`src/rtl/vt52_pkg.sv`:
```
// Shared VT52 definitions: capture FSM encoding, flow-control characters and
// default receive-buffer sizing.
package vt52_pkg;

  typedef enum logic [1:0] {
    CAP_IDLE = 2'd0,
    CAP_ACK  = 2'd1,
    CAP_WAIT = 2'd2
  } cap_state_t;

  localparam logic [7:0] XON_CHAR  = 8'h11;
  localparam logic [7:0] XOFF_CHAR = 8'h13;

  localparam int VT52_DEF_DEPTH   = 16;
  localparam int VT52_DEF_HI_MARK = 12;
  localparam int VT52_DEF_LO_MARK = 4;

endpackage

```
`src/rtl/vt52_sync_fifo.sv`:
```
// Single-clock FIFO with occupancy count. Storage is not reset; only the
// pointers and count are.
module vt52_sync_fifo #(
  parameter int DEPTH = 16,
  parameter int WIDTH = 9
) (
  input  logic                     clk,
  input  logic                     rst,
  input  logic                     push,
  input  logic [WIDTH-1:0]         wdata,
  input  logic                     pop,
  output logic [WIDTH-1:0]         rdata,
  output logic                     full,
  output logic                     empty,
  output logic [$clog2(DEPTH):0]   count
);

  localparam int AW = $clog2(DEPTH);
  localparam logic [AW:0] FULL_CNT = (AW+1)'(DEPTH);

  logic [WIDTH-1:0] mem [DEPTH];
  logic [AW-1:0]    wptr;
  logic [AW-1:0]    rptr;
  logic             do_push;
  logic             do_pop;

  // A push into a full FIFO is accepted when a pop frees the slot on the same edge.
  assign do_pop  = pop & ~empty;
  assign do_push = push & (~full | do_pop);

  assign full  = (count == FULL_CNT);
  assign empty = (count == '0);
  assign rdata = mem[rptr];

  always_ff @(posedge clk) begin
    if (do_push) mem[wptr] <= wdata;
  end

  always_ff @(posedge clk) begin
    if (rst) begin
      wptr  <= '0;
      rptr  <= '0;
      count <= '0;
    end else begin
      if (do_push) wptr <= wptr + 1'b1;
      if (do_pop)  rptr <= rptr + 1'b1;
      case ({do_push, do_pop})
        2'b10:   count <= count + 1'b1;
        2'b01:   count <= count - 1'b1;
        default: count <= count;
      endcase
    end
  end

endmodule

```
`src/rtl/vt52_rx_buffer.sv`:
```
// VT52 receive buffer: captures bytes from the UART into a FIFO, tracks
// errors/overruns and raises XON/XOFF requests around fill watermarks.
module vt52_rx_buffer
  import vt52_pkg::*;
#(
  parameter int DEPTH   = VT52_DEF_DEPTH,
  parameter int HI_MARK = VT52_DEF_HI_MARK,
  parameter int LO_MARK = VT52_DEF_LO_MARK
) (
  input  logic                   clk,
  input  logic                   rst,
  input  logic                   uart_rx_ready,
  input  logic [7:0]             uart_rx_data,
  input  logic                   uart_framing_error,
  input  logic                   uart_parity_error,
  input  logic                   uart_overrun_error,
  output logic                   uart_rx_read,
  output logic                   out_valid,
  output logic [7:0]             out_data,
  output logic                   out_err,
  input  logic                   out_ready,
  input  logic                   flow_en,
  output logic                   send_xoff,
  output logic                   send_xon,
  output logic                   flow_stopped,
  output logic [$clog2(DEPTH):0] fill_count,
  output logic                   lost_flag,
  input  logic                   lost_clear,
  output logic [1:0]             state_dbg
);

  localparam int CW = $clog2(DEPTH) + 1;

  cap_state_t    state;
  cap_state_t    state_nxt;
  logic          push;
  logic          pop;
  logic          full;
  logic          empty;
  logic          rx_err;
  logic [8:0]    rdata;
  logic [CW-1:0] fill_nxt;

  // Consumer handshake: the head entry transfers on every rising edge where
  // out_valid and out_ready are both high; out_ready alone has no effect.
  assign pop       = out_ready & ~empty;
  assign out_valid = ~empty;
  assign out_data  = rdata[7:0];
  assign out_err   = rdata[8];

  assign rx_err       = uart_framing_error | uart_parity_error | uart_overrun_error;
  assign uart_rx_read = (state == CAP_ACK);
  assign state_dbg    = state;
  assign fill_nxt     = fill_count + CW'(push) - CW'(pop);

  always_ff @(posedge clk) begin
    if (rst) state <= CAP_IDLE;
    else     state <= state_nxt;
  end

  always_comb begin
    state_nxt = state;
    push      = 1'b0;
    case (state)
      CAP_IDLE: begin
        if (uart_rx_ready && (!full || pop)) begin
          push      = 1'b1;
          state_nxt = CAP_ACK;
        end
      end
      CAP_ACK:  state_nxt = CAP_WAIT;
      CAP_WAIT: if (!uart_rx_ready) state_nxt = CAP_IDLE;
      default:  state_nxt = CAP_IDLE;
    endcase
  end

  vt52_sync_fifo #(
    .DEPTH (DEPTH),
    .WIDTH (9)
  ) u_fifo (
    .clk   (clk),
    .rst   (rst),
    .push  (push),
    .wdata ({rx_err, uart_rx_data}),
    .pop   (pop),
    .rdata (rdata),
    .full  (full),
    .empty (empty),
    .count (fill_count)
  );

  // Watermarks are judged on the post-edge fill so the pulse lines up with it.
  always_ff @(posedge clk) begin
    if (rst) begin
      send_xoff    <= 1'b0;
      send_xon     <= 1'b0;
      flow_stopped <= 1'b0;
    end else begin
      send_xoff <= 1'b0;
      send_xon  <= 1'b0;
      if (!flow_en) begin
        flow_stopped <= 1'b0;
      end else if (!flow_stopped && (fill_nxt >= CW'(HI_MARK))) begin
        send_xoff    <= 1'b1;
        flow_stopped <= 1'b1;
      end else if (flow_stopped && (fill_nxt <= CW'(LO_MARK))) begin
        send_xon     <= 1'b1;
        flow_stopped <= 1'b0;
      end
    end
  end

  always_ff @(posedge clk) begin
    if (rst)                           lost_flag <= 1'b0;
    else if (push && uart_overrun_error) lost_flag <= 1'b1;
    else if (lost_clear)               lost_flag <= 1'b0;
  end

endmodule

```
`config.mk`:
```
export PLATFORM = sky130hd
export DESIGN_NAME = vt52_rx_buffer
export DESIGN_NICKNAME = d
export VERILOG_FILES = /design/src/rtl/vt52_pkg.sv /design/src/rtl/vt52_sync_fifo.sv /design/src/rtl/vt52_rx_buffer.sv
export SDC_FILE = /design/constraint.sdc
export NUM_CORES = 1
export LEC_CHECK = 0
export BUFFER_PORTS_ARGS = -buffer_cell sky130_fd_sc_hd__buf_2
export CAP_MARGIN = 40
export CORE_MARGIN = 2
export CORE_UTILIZATION = 60
export DETAILED_ROUTE_END_ITERATION = 10
export HOLD_SLACK_MARGIN = 0.06
export PLACE_DENSITY = 0.88
export REMOVE_ABC_BUFFERS = 1
export SYNTH_ARGS = -nofsm -noshare
export SYNTH_HDL_FRONTEND = slang
export SYNTH_HIERARCHICAL = 1
export SYNTH_SLANG_ARGS = --single-unit
```
`constraint.sdc`:
```
create_clock -name clk -period 3.7 [get_ports clk]
set_clock_uncertainty 0.1 [all_clocks]
set_input_delay 0.185 -clock clk [delete_from_list [all_inputs] [get_ports clk]]
set_output_delay 0.185 -clock clk [all_outputs]
set_load 0.02 [all_outputs]
```
==> summary.md <==
| Metric | Value |
|---|---|
| Status | completed |
| Clk Latency, worst-skew pair | 0.42 ns |
| First-pass GRT wire length | 22000 um |
| Nets@finish | 497 |
| Top_reg_cell synth | edfxtp_1 |
| Most Frequent Cell on Critical Path | nand2b_1 |
| Final core utilization | 0.715 |
| Post-synth EDFFs | 144 |
| Final TNS setup | 0 ns |
| Fill cells | 640 |
| Initial Utilization | 0.610 |
| Cell Area, Synth | 0.00690 mm^2 |
| Largest net degree at the start of global routing | 37 |
| Cells after synthesis | 399 |
| Worst r2r path cells | 12 |
| Synth top area cells | edfxtp_1 (63%), mux4_2 (12%), dfxtp_1 (6.7%) |
| CP peak stage delay | 0.56 ns |
| Antenna cells | 0 |
| Final Hold Viols | 0 |
| Worst setup EP type | register |
| GR Overflow Total | 0 |
| Antenna violations before repair | 0 |
| Initial drt markers | 402 |
| Tot Pwr | 5600 uW |
| Hpwl dp | 8420 um |
| Final setup viols | 0 |
| WL per Instance | 23.3 um |
| LEAKAGE | 0.00284 uW |
| CP startpoint kind | register |
| PD cells | 692 mW/mm^2 |
| Peak Freq | 0.294 GHz |
| Routed WL | 14500 um |
| CP Data Arrival Time | 3.60 ns |
| Tmin final | 3.40 ns |
| CTS tree | built |
| Via Count | 3920 |
| Final Cycle Share | 0.919 |
| Final GP Congestion | 0.783 |
| Drt drc | 0 |
| Full die area | 0.0124 mm^2 |
| Critical R2R Capture | u_fifo/count[4]$_SDFFE_PP0P_ |
| Crit path cell chain | or4_4 -> nor2_1 -> nand2b_1 -> a211o_1 -> inv_2 -> nor2b_1 -> o21ai_2 -> fa_1 -> nand2b_1 -> o2bb2ai_1 -> mux2i_1 -> or4_1 |
| Core area | 0.0113 mm^2 |
| H-tree level count | 4 |
| Layout cell share with drive strength beyond 1 | 0.278 |
| Synthesis-to-finish area growth | 17.2% |
| Critical path type | register to register |
| Clock Pin Slew Worst Setup and Hold Paths | 0.06 ns |
| Vias/cell | 6.31 |
| Yosys reg bits | 167 |
| CTS resizes | 0 |
| CP required | 3.90 ns |
| Hold wc startpoint | out_ready |
| CP max FO | 11 |
| IO Pins | 39 |
| Vias in the first global route | 4045 |
| Clock tree buffer depth | 2 |
| Tot GR Track Use | 0.244 |
| TritonCTS Buffers | 17 |
| Most common cell after layout, fill and taps aside | edfxtp_1 |
| Worst min-delay path class | input pin to register |
| Max-cap violations | 0 |
| Post-route ant nets | 0 |
| Yosys cell types | 52 |
| Die Wd | 111 um |
| Most frequent cells in the layout | edfxtp_1 (144), buf_2 (38), mux4_2 (36) |
| Largest area contributor in the netlist | edfxtp_1 |
| Avg Inst Size Synth | 17.3 um^2 |
| Top-area cell type share of the netlist area | 0.627 |
| DRT Pass-1 Iters | 4 |
| Worst slew pin tran | 0.896 ns |
| Asr flop ratio synth | 0 |
| Die height | 111 um |
| R2R setup slack | 0.30 ns |
| Setup repair after global routing missed its margin | false |
| Fin. max-slew vios | 0 |
| Std-Cell Rows | 39 |
| Yosys warns | 6 |
| Max IR drop VDD | 660 uV |
| Sequential area share after synthesis | 0.693 |
| Number of port buffers | 38 |
| Worst r2r src | u_fifo/count[0]$_SDFFE_PP0P_ |
| Max stage delay cell, worst path | or4_4 |
| Hold Path Depth | 4 |
| Worst slew margin | 0.402 |
| Hold path endpoint | state_dbg[0]$_SDFFE_PP0P_ |
| Root Driver | clkbuf_16 |
| Clock sinks | 167 |
## power breakdown
part           switching, uW  total [uW]  internal, uW
Clock                    720        1850          1130
Combinational            837        1510           673
Sequential              85.5        2230          2150
Total                   1640        5600          3950
## per-layer routing
metal / GRT usage / vias to the layer above / routed length [um]
met2: 0.428 / 197 / 7920
met4: 0.0840 / 0 / 312
met1: 0.290 / 1981 / 5270
li1: - / 1718 / -
met3: 0.0683 / 24 / 960
met5: 0 / - / 0
## registers in the layout, indices dropped and copies added (netlist names), named ones only
name          cells
flow_stopped      1
send_xoff         1
state_dbg         2
lost_flag         1
u_fifo/rptr       4
u_fifo/mem      144
u_fifo/count      5
u_fifo/wptr       4
send_xon          1
## synth_stat cells (all sizes together), types with 2 or more instances
cell     number
fa            2
nor3b         3
a211o         2
and2          5
and3          5
or4           2
nand3b        2
dfxtp        23
nand2         9
o21ai         6
nor2b         5
a22oi        18
nand3         6
nor3          3
clkbuf        9
a21o          3
o21a          5
a21oi         3
or3           2
nor2         20
o211ai        2
o41ai         2
inv          23
o2111ai       3
buf           8
mux2i         4
mux4         36
or2           2
edfxtp      144
nand2b        8
nand4         2
ha           13
xor2          5
nor4          5
## kinds of logic after synthesis
kind of cell | Yosys count | share of synthesized area
flops | 167 | 0.693
simple gates | 80 | 0.0649
compound gates | 51 | 0.0580
buf+inv | 40 | 0.0236
mux | 40 | 0.123
fa+ha+maj | 15 | 0.0294
xor+xnor | 6 | 0.00761
## worst max path at each step
stage | depth (start not counted) | from | slack, ns | endpoint
after CTS | 12 | u_fifo/count[0]$_SDFFE_PP0P_ | 0.21 | u_fifo/count[4]$_SDFFE_PP0P_
after global placement | 12 | u_fifo/count[3]$_SDFFE_PP0P_ | 0.37 | u_fifo/count[4]$_SDFFE_PP0P_
after detailed placement | 12 | u_fifo/count[0]$_SDFFE_PP0P_ | 0.21 | u_fifo/count[4]$_SDFFE_PP0P_
after global routing | 13 | u_fifo/count[2]$_SDFFE_PP0P_ | 0.09 | u_fifo/count[4]$_SDFFE_PP0P_
final | 12 | u_fifo/count[0]$_SDFFE_PP0P_ | 0.30 | u_fifo/count[4]$_SDFFE_PP0P_
after floorplan | 12 | u_fifo/count[3]$_SDFFE_PP0P_ | 0.39 | u_fifo/count[4]$_SDFFE_PP0P_
## area by class of cell
| class | instances | area, um^2 | area share |
|---|---|---|---|
| sequential | 167 | 4790 | 0.592 |
| clock buffer | 17 | 425 | 0.0526 |
| tap | 143 | 179 | 0.0221 |
| clock inverter | 15 | 201 | 0.0249 |
| inverter | 23 | 86.3 | 0.0107 |
| multi-input combinational | 192 | 1980 | 0.245 |
| timing repair buffer | 64 | 433 | 0.0535 |
## per-stage QoR
| stage | instance area, um^2 | cells | hold slack, ns | worst slack [ns] |
|---|---|---|---|---|
| after floorplan | 6830 | 382 | 0.154 | 0.392 |
| after global placement | 7280 | 569 | 0.367 | 0.365 |
| after detailed placement | 7310 | 573 | 0.372 | 0.209 |
| after CTS | 8080 | 619 | 0.109 | 0.209 |
| after global routing | 8090 | 621 | 0.124 | 0.0945 |
| final | 8090 | 621 | 0.118 | 0.298 |
## critical path: cells and delay by family, from the launching register on
family	cells	cell delay, ns
mux	1	0.14
compound gates	3	0.45
fa+ha+maj	1	0.41
flops	1	0.39
buf+inv	1	0.12
simple gates	6	1.68
## timing repair
item | in CTS | in global routing
setup endpoints to repair | 0 | 1
hold endpoints to repair | 104 | 0
hold buffers | 14 | 0
buffers inserted | 0 | 2
(Power assumes the default switching activity.)
